[config.mk]
export PLATFORM = sky130hd
export DESIGN_NAME = bin2bcd_seq
export DESIGN_NICKNAME = d
export VERILOG_FILES = /design/src/rtl/bin2bcd_seq.sv
export SDC_FILE = /design/constraint.sdc
export NUM_CORES = 1
export LEC_CHECK = 0
export CAP_MARGIN = 30
export CORE_MARGIN = 2
export CORE_UTILIZATION = 55
export CTS_BUF_LIST = sky130_fd_sc_hd__clkbuf_2
export CTS_CLUSTER_SIZE = 16
export DETAILED_ROUTE_END_ITERATION = 8
export PLACE_DENSITY = 0.86
export SLEW_MARGIN = 20
export SYNTH_ARGS = -nofsm -noshare
export SYNTH_HDL_FRONTEND = slang
export SYNTH_SLANG_ARGS = --single-unit
[constraint.sdc]
create_clock -name clk -period 1.9 [get_ports clk]
set_clock_uncertainty 0.2 [all_clocks]
set_input_delay 0.285 -clock clk [delete_from_list [all_inputs] [get_ports clk]]
set_output_delay 0.285 -clock clk [all_outputs]
set_load 0.01 [all_outputs]
[src/rtl/bin2bcd_seq.sv]
// -----------------------------------------------------------------------------
// bin2bcd_seq
//   Sequential binary-to-BCD converter (shift-and-add-3, one bit per clock)
//   feeding the 7-segment digit decoders. The digits/blank outputs are
//   registered and only change when a conversion completes, so the display
//   never shows intermediate values.
//
// Parameters:
//   WIDTH   binary input width (>= 2)
//   DIGITS  number of BCD digits; 10**DIGITS must exceed 2**WIDTH - 1
//
// Ports:
//   clk     rising-edge clock
//   rst_n   synchronous active-low reset
//   start   conversion request, accepted only while ready = 1
//   bin     unsigned input, sampled on the accepting edge only
//   ready   idle and able to accept start
//   valid   one-cycle pulse: digits/blank just updated
//   digits  BCD result, digit i at [4i+3:4i], digit 0 = units
//   blank   blank[i] = 1 -> display digit i dark
//
// Build option:
//   BIN2BCD_LZB_EN  when defined, blank carries a registered leading-zero
//                   mask (blank[0] always 0); otherwise blank is tied low.
// -----------------------------------------------------------------------------
module bin2bcd_seq #(
   parameter int WIDTH  = 8,
   parameter int DIGITS = 3
) (
   input  logic                  clk,
   input  logic                  rst_n,
   input  logic                  start,
   input  logic [WIDTH-1:0]      bin,
   output logic                  ready,
   output logic                  valid,
   output logic [4*DIGITS-1:0]   digits,
   output logic [DIGITS-1:0]     blank
);

   localparam int CW = $clog2(WIDTH + 1);
   localparam int BW = 4 * DIGITS;
   localparam longint unsigned MAXV = (64'd1 << WIDTH) - 64'd1;

   localparam logic IDLE  = 1'b0;
   localparam logic SHIFT = 1'b1;

   // True when DIGITS decimal digits can represent every WIDTH-bit value.
   function automatic logic digits_fit();
      longint unsigned p;
      p = 64'd1;
      for (int i = 0; i < DIGITS; i++) begin
         if (p > MAXV) return 1'b1;
         p = p * 64'd10;
      end
      return (p > MAXV);
   endfunction

   if (!digits_fit()) begin : g_param_check
      $error("bin2bcd_seq: DIGITS too small for WIDTH");
   end

   logic             state;
   logic [WIDTH-1:0] sreg;
   logic [BW-1:0]    work;
   logic [CW-1:0]    cnt;

   logic [BW-1:0]    adj;
   logic [BW-1:0]    work_nxt;
   logic [WIDTH-1:0] sreg_nxt;

   // One double-dabble step: nibble-wise add-3 (no inter-nibble carry), then
   // shift {work, sreg} left with the binary MSB entering work bit 0.
   // NOTE: every always_comb output gets a default first, so no path can
   // leave it unassigned and infer a latch.
   always_comb begin
      adj = work;
      for (int i = 0; i < DIGITS; i++) begin
         if (work[4*i +: 4] >= 4'd5) adj[4*i +: 4] = work[4*i +: 4] + 4'd3;
      end
      work_nxt = {adj[BW-2:0], sreg[WIDTH-1]};
      sreg_nxt = {sreg[WIDTH-2:0], 1'b0};
   end

   assign ready = (state == IDLE);

   // NOTE: sequential state uses non-blocking assignments so every register
   // sees the pre-edge values of the others, independent of statement order.
   always_ff @(posedge clk) begin
      if (!rst_n) begin
         state  <= IDLE;
         sreg   <= '0;
         work   <= '0;
         cnt    <= '0;
         digits <= '0;
         valid  <= 1'b0;
      end else begin
         valid <= 1'b0;
         if (state == IDLE) begin
            if (start) begin
               sreg  <= bin;
               work  <= '0;
               cnt   <= CW'(WIDTH);
               state <= SHIFT;
            end
         end else begin
            sreg <= sreg_nxt;
            work <= work_nxt;
            cnt  <= cnt - CW'(1);
            // Last bit: publish the finished value alongside the valid pulse.
            if (cnt == CW'(1)) begin
               digits <= work_nxt;
               valid  <= 1'b1;
               state  <= IDLE;
            end
         end
      end
   end

`ifdef BIN2BCD_LZB_EN
   localparam logic [DIGITS-1:0] BLANK_RST = ~DIGITS'(1);

   logic [DIGITS-1:0] blank_nxt;
   logic              any_nz;

   // Scan from the most significant digit down; a digit is dark while it and
   // every digit above it are zero. Digit 0 is never blanked.
   always_comb begin
      blank_nxt = '0;
      any_nz    = 1'b0;
      for (int i = DIGITS - 1; i >= 1; i--) begin
         any_nz       = any_nz | (work_nxt[4*i +: 4] != 4'd0);
         blank_nxt[i] = ~any_nz;
      end
   end

   always_ff @(posedge clk) begin
      if (!rst_n) begin
         blank <= BLANK_RST;
      end else if (state == SHIFT && cnt == CW'(1)) begin
         blank <= blank_nxt;
      end
   end
`else
   assign blank = '0;
`endif

endmodule

# [Yosys cells after proc, flatten, opt, wreduce, memory -nomap -nowiden]
# Index checks and enable logic that the tools add are counted.
# W data, S select, Z words.
[classes] magnitude_cmp=3 bitwise_logic=2 n_reduce_logical=4 n_addsub=4 n_eq_ne=1 n_mux=13
[ops] op="$mux W12" count=2
[ops] op="$mux W4" count=4
[ops] op="$mux W8" count=2
[ops] op="$ge A4 B3 Y1 const B" count=3
[ops] op="$add A4 B2 Y4 const B" count=2
[ops] op="$eq A4 B1 Y1 const B" count=1
[ops] op="$mux W1" count=4
[ops] op="$reduce_and A2 Y1" count=2
[ops] op="$sub A4 B1 Y4 const B" count=1
[ops] op="$add A3 B2 Y3 const B" count=1
[ops] op="$mux W3" count=1
[ops] op="$not A1 Y1" count=2
[ops] op="$reduce_bool A2 Y1" count=1
[ops] op="$reduce_or A2 Y1" count=1
[totals] regBits=38 inputBits=11 word_cells=34

# [Depth between registers and ports, before layout]
[depth] ltp_word=3 mapped_depth=7 depth_no_buf=7

# [Worst setup path after synthesis]
# No wires, ideal clock.
[synth_path] kind="register to register" from="reg work[8]" to="reg work[10]" path_slack_ns=0.276 t_arrival_ns=1.332 setup_time_ns=0.092 period_less_slack_ns=1.624 stages_incl_launch_ff=7 n_path_buf=0 cell_sequence="dfxtp_1 -> inv_1 -> ha_1 -> nand2b_1 -> a21oi_1 -> mux2_2 -> o32ai_1"
[synth_between] elab_chain_cells=3
[synth_rtl] item="start, declared" line="64" text="logic [BW-1:0] work;"
[synth_rtl] item="start signal, assigned" line="107" text="work <= work_nxt;"
[synth_rtl] item="$ge A4 B3 Y1 / $add A3 B2 Y3 (equally long branches)" line="78" text="if (work[4*i +: 4] >= 4'd5) adj[4*i +: 4] = work[4*i +: 4] + 4'd3;"
[synth_rtl] item="$mux W3 *" line="78"
[synth_rtl] item="$mux W12 *" line="98" text="if (state == IDLE) begin"
# Every way passes the cells marked *; elsewhere a longest branch is shown, timed or not.
# A chain may end at the register's enable or synchronous reset.

# [Final worst setup path]
[layout_path] from="reg work[4]" to="reg work[6]"
[layout_between] elab_chain_cells=3
[layout_rtl] item="$add A4 B2 Y4 / $ge A4 B3 Y1 (equally long branches)" line="78"
[layout_rtl] item="$mux W4 *" line="78"
[layout_rtl] item="$mux W12 *" line="98"
# Marks and branches as above.

==> load_flow_metrics.sql <==
INSERT INTO impl_metrics (metric_group, metric, value, unit) VALUES
('run_status', 'outcome', 'completed', ''),
('hold_path', 'hold_end', 'digits[6]$_SDFFE_PN0P_', ''),
('synthesis', 'postSynthAreaPerCell', '9.89', 'sq um'),
('setup_path', 'critPathMaxFanout', '5', ''),
('place', 'place_ws', '0.0901', 'ns'),
('synthesis', 'netlist-cell-type-count', '33', ''),
('timing', 'postLayoutSetupSlackWorst', '0.102', 'ns'),
('hold_path', 'worstHoldPathType', 'flop to flop', ''),
('place', 'dp.final_hpwl', '2590', 'microns'),
('timing', 'fin_setup_tns', '0', 'ns'),
('power', 'design_power_total', '1.36', 'mW'),
('detailed_routing', 'route.final.wire_length', '3530', 'microns'),
('hold_path', 'hold-path-cell-count', '1', ''),
('power', 'power_density', '649', 'mW/mm^2'),
('detailed_routing', 'drc', '0', ''),
('detailed_routing', 'drtIter0Drc', '16', ''),
('setup_path', 'worst_endpoint_required_time', '1.99', 'ns'),
('detailed_routing', 'drt_first_pass_iters', '4', ''),
('detailed_routing', 'routed_via_density', '5.38', ''),
('detailed_routing', 'routed_wirelength_normalized_by_instance_count', '14.1', 'microns'),
('job', 'maxCapViolations', '0', ''),
('floorplanning', 'core_region_area', '0.00303', 'sq mm'),
('synthesis', 'yosysWarnings', '0', ''),
('place', 'gp_congestion', '0.781', ''),
('layout', 'drive_gt1_share', '14.0', '%'),
('layout', 'fin_nets', '225', ''),
('setup_path', 'setup.reg_to_reg.worst_slack', '0.10', 'ns'),
('clocking', 'cts_inserted_buffers', '5', ''),
('global_route', 'first_pass_grt_wire_length', '5870', 'microns'),
('global_route', 'grt_start_max_net_pins', '21', ''),
('setup_path', 'rr_endpoint', 'work[6]$_SDFFE_PN0P_', ''),
('setup_path', 'timing.critical_path.from_type', 'flop', ''),
('setup_path', 'worstSetupPathType', 'flop to flop', ''),
('clocking', 'worstSkewPairLatency', '0.39', 'ns'),
('setup_path', 'worstReg2RegStart', 'work[4]$_SDFFE_PN0P_', ''),
('place', 'port-buffer-count', '24', ''),
('clocking', 'ctsRootBufferMaster', 'sky130_fd_sc_hd__clkbuf_2', ''),
('power', 'peakVddDrop', '0.484', 'mV'),
('floorplanning', 'dieArea', '0.00363', 'sq mm'),
('clocking', 'clock-sinks', '38', ''),
('clocking', 'post_cts_hold_buffer_count', '0', ''),
('layout', 'final_common_cell', 'sky130_fd_sc_hd__dfxtp_1', ''),
('clocking', 'tritoncts', 'done', ''),
('timing', 'final.min_clock_period', '1.80', 'ns'),
('layout', 'final_cell_mix', '37 x sky130_fd_sc_hd__dfxtp_1, 23 x sky130_fd_sc_hd__clkdlybuf4s50_1, 13 x sky130_fd_sc_hd__inv_1', ''),
('global_route', 'first_global_vias', '1344', ''),
('floorplanning', 'initial_core_util', '57.5', '%'),
('synthesis', 'synth-seq-area-share', '43.7', '%'),
('setup_path', 'cp.arrival', '1.89', 'ns'),
('global_route', 'antenna_found_initial', '0', ''),
('floorplanning', 'placementRows', '20', ''),
('timing', 'hold_fails_final_rpt', '0', ''),
('layout', 'layout_utilization', '69.0', '%'),
('global_route', 'groute.usage.overall', '22.4', '%'),
('clocking', 'clock_path_buffers', '2', ''),
('floorplanning', 'die-width', '60.3', 'microns'),
('layout', 'antenna-diode-count', '0', ''),
('clocking', 'clk_pin_slew', '0.18', 'ns'),
('detailed_routing', 'postRouteAntennaNets', '0', ''),
('detailed_routing', 'via_count', '1351', ''),
('timing', 'final-max-slew-violation-count', '0', ''),
('synthesis', 'syn-cell-area', '0.00174', 'sq mm'),
('clocking', 'h-tree-depth', '2', ''),
('global_route', 'globalRouteOverflowTotal', '0', ''),
('timing', 'setup_viol_count_final', '0', ''),
('timing', 'setup_repair_after_global_routing_missed_its_margin', 'false', ''),
('layout', 'synthToLayoutAreaGrowth', '20.0', '%'),
('hold_path', 'worstHoldStart', 'digits[6]$_SDFFE_PN0P_', ''),
('floorplanning', 'top_level_ports', '28', ''),
('floorplanning', 'die_height', '60.3', 'microns'),
('setup_path', 'rr_worst_depth', '6', ''),
('timing', 'finalHoldWorstSlack', '0.278', 'ns'),
('setup_path', 'critical_path_capture_point_type', 'flop', ''),
('synthesis', 'synth.ff_latch_count', '38', ''),
('timing', 'layout_worst_path_cycle_share', '94.6', '%'),
('power', 'leakagePower', '0.825', 'nW'),
('timing', 'timing.fmax', '556', 'MHz'),
('synthesis', 'synth_cells', '176', '');
## worst max-delay path by stage
| stage | from | endpoint | slack, ns | cells past startpoint |
|---|---|---|---|---|
| finish | work[4]$_SDFFE_PN0P_ | work[6]$_SDFFE_PN0P_ | 0.10 | 6 |
| CTS | state$_SDFF_PN0_ | ready | 0.009 | 2 |
| global placement | start | sreg[1]$_SDFFE_PN0P_ | 0.18 | 5 |
| detailed placement | work[8]$_SDFFE_PN0P_ | work[10]$_SDFFE_PN0P_ | 0.09 | 6 |
| global route | work[0]$_SDFFE_PN0P_ | digits[2]$_SDFFE_PN0P_ | 0.02 | 6 |
| floorplan | work[8]$_SDFFE_PN0P_ | work[10]$_SDFFE_PN0P_ | 0.28 | 6 |
## routing by layer
metal | track usage [%] | wire length [microns] | up-vias
met3 | 6.28 | 113 | 7
li1 | - | - | 684
met5 | 0 | 0 | -
met4 | 11.4 | 78 | 0
met1 | 25.4 | 1570 | 637
met2 | 38.2 | 1760 | 23
## metrics by stage
stage	instances	instance area, sq um
after floorplan	178	1750
after global placement	242	2020
after detailed placement	242	2020
after CTS	251	2080
after global routing	251	2090
final	251	2090
## where the power goes
part / switching (mW) / total, mW / internal, mW
combinational: 0.0852 / 0.166 / 0.0810
sequential: 0.0171 / 0.840 / 0.823
clock: 0.265 / 0.348 / 0.0839
total: 0.367 / 1.36 / 0.988
## state kept, by name, summed over array words and instances, names as in the netlist
name	count
cnt	4
sreg	8
valid	1
state	1
digits	12
work	12
## worst max-delay path, stage by stage, from the launching register on
cell,delay [ns]
sky130_fd_sc_hd__dfxtp_1,0.36
sky130_fd_sc_hd__inv_1,0.11
sky130_fd_sc_hd__ha_1,0.24
sky130_fd_sc_hd__nand2b_1,0.10
sky130_fd_sc_hd__a21oi_2,0.19
sky130_fd_sc_hd__mux2_2,0.37
sky130_fd_sc_hd__o32ai_1,0.13
## synthesized netlist by cell type (all sizes together)
cell / instances / area share (%)
o32ai: 8 / 4.0
nand3: 4 / 1.2
a21boi: 3 / 1.3
o2bb2ai: 11 / 5.5
o21ai: 7 / 2.0
o21a: 1 / 0.43
o211a: 8 / 4.6
clkbuf: 1 / 0.22
dfxtp: 38 / 44
inv: 13 / 2.8
xnor2: 3 / 1.5
nor3b: 5 / 2.2
nor2: 3 / 0.79
mux2: 3 / 1.9
ha: 8 / 5.8
and2: 1 / 0.36
nand2: 12 / 2.7
conb: 1 / 0.22
mux2i: 9 / 5.2
nor3: 7 / 2.3
a21oi: 9 / 3.0
a22o: 1 / 0.50
nand2b: 3 / 1.1
nor2b: 5 / 1.8
buf: 11 / 4.3
o21ba: 1 / 0.58
## repair_timing
item / CTS / global route
endpoints found under the setup margin: 1 / 5
setup buffers: 1 / 0
resized for setup: 2 / 4
## area by class of cell
class                           instances  area, sq um
Clock inverter                          3         16.3
Tap cell                               44         55.1
Timing Repair Buffer                   33          310
Inverter                               13         48.8
Clock buffer                            5         25.0
Sequential cell                        38          764
Fill cell                             234          940
Multi-Input combinational cell        115          868
## kinds of logic (layout without fill, tap and decap cells)
kind of cell | Yosys count | count (layout) | share of synthesized area (%)
compound gates | 49 | 49 | 22.0
simple gates | 40 | 40 | 12.4
flops | 38 | 38 | 43.7
buf+inv | 25 | 54 | 7.33
mux | 12 | 12 | 7.12
fa+ha+maj | 8 | 8 | 5.75
xor+xnor | 3 | 3 | 1.51
other cells | 1 | 3 | 0.215
(Power assumes the default switching activity.)
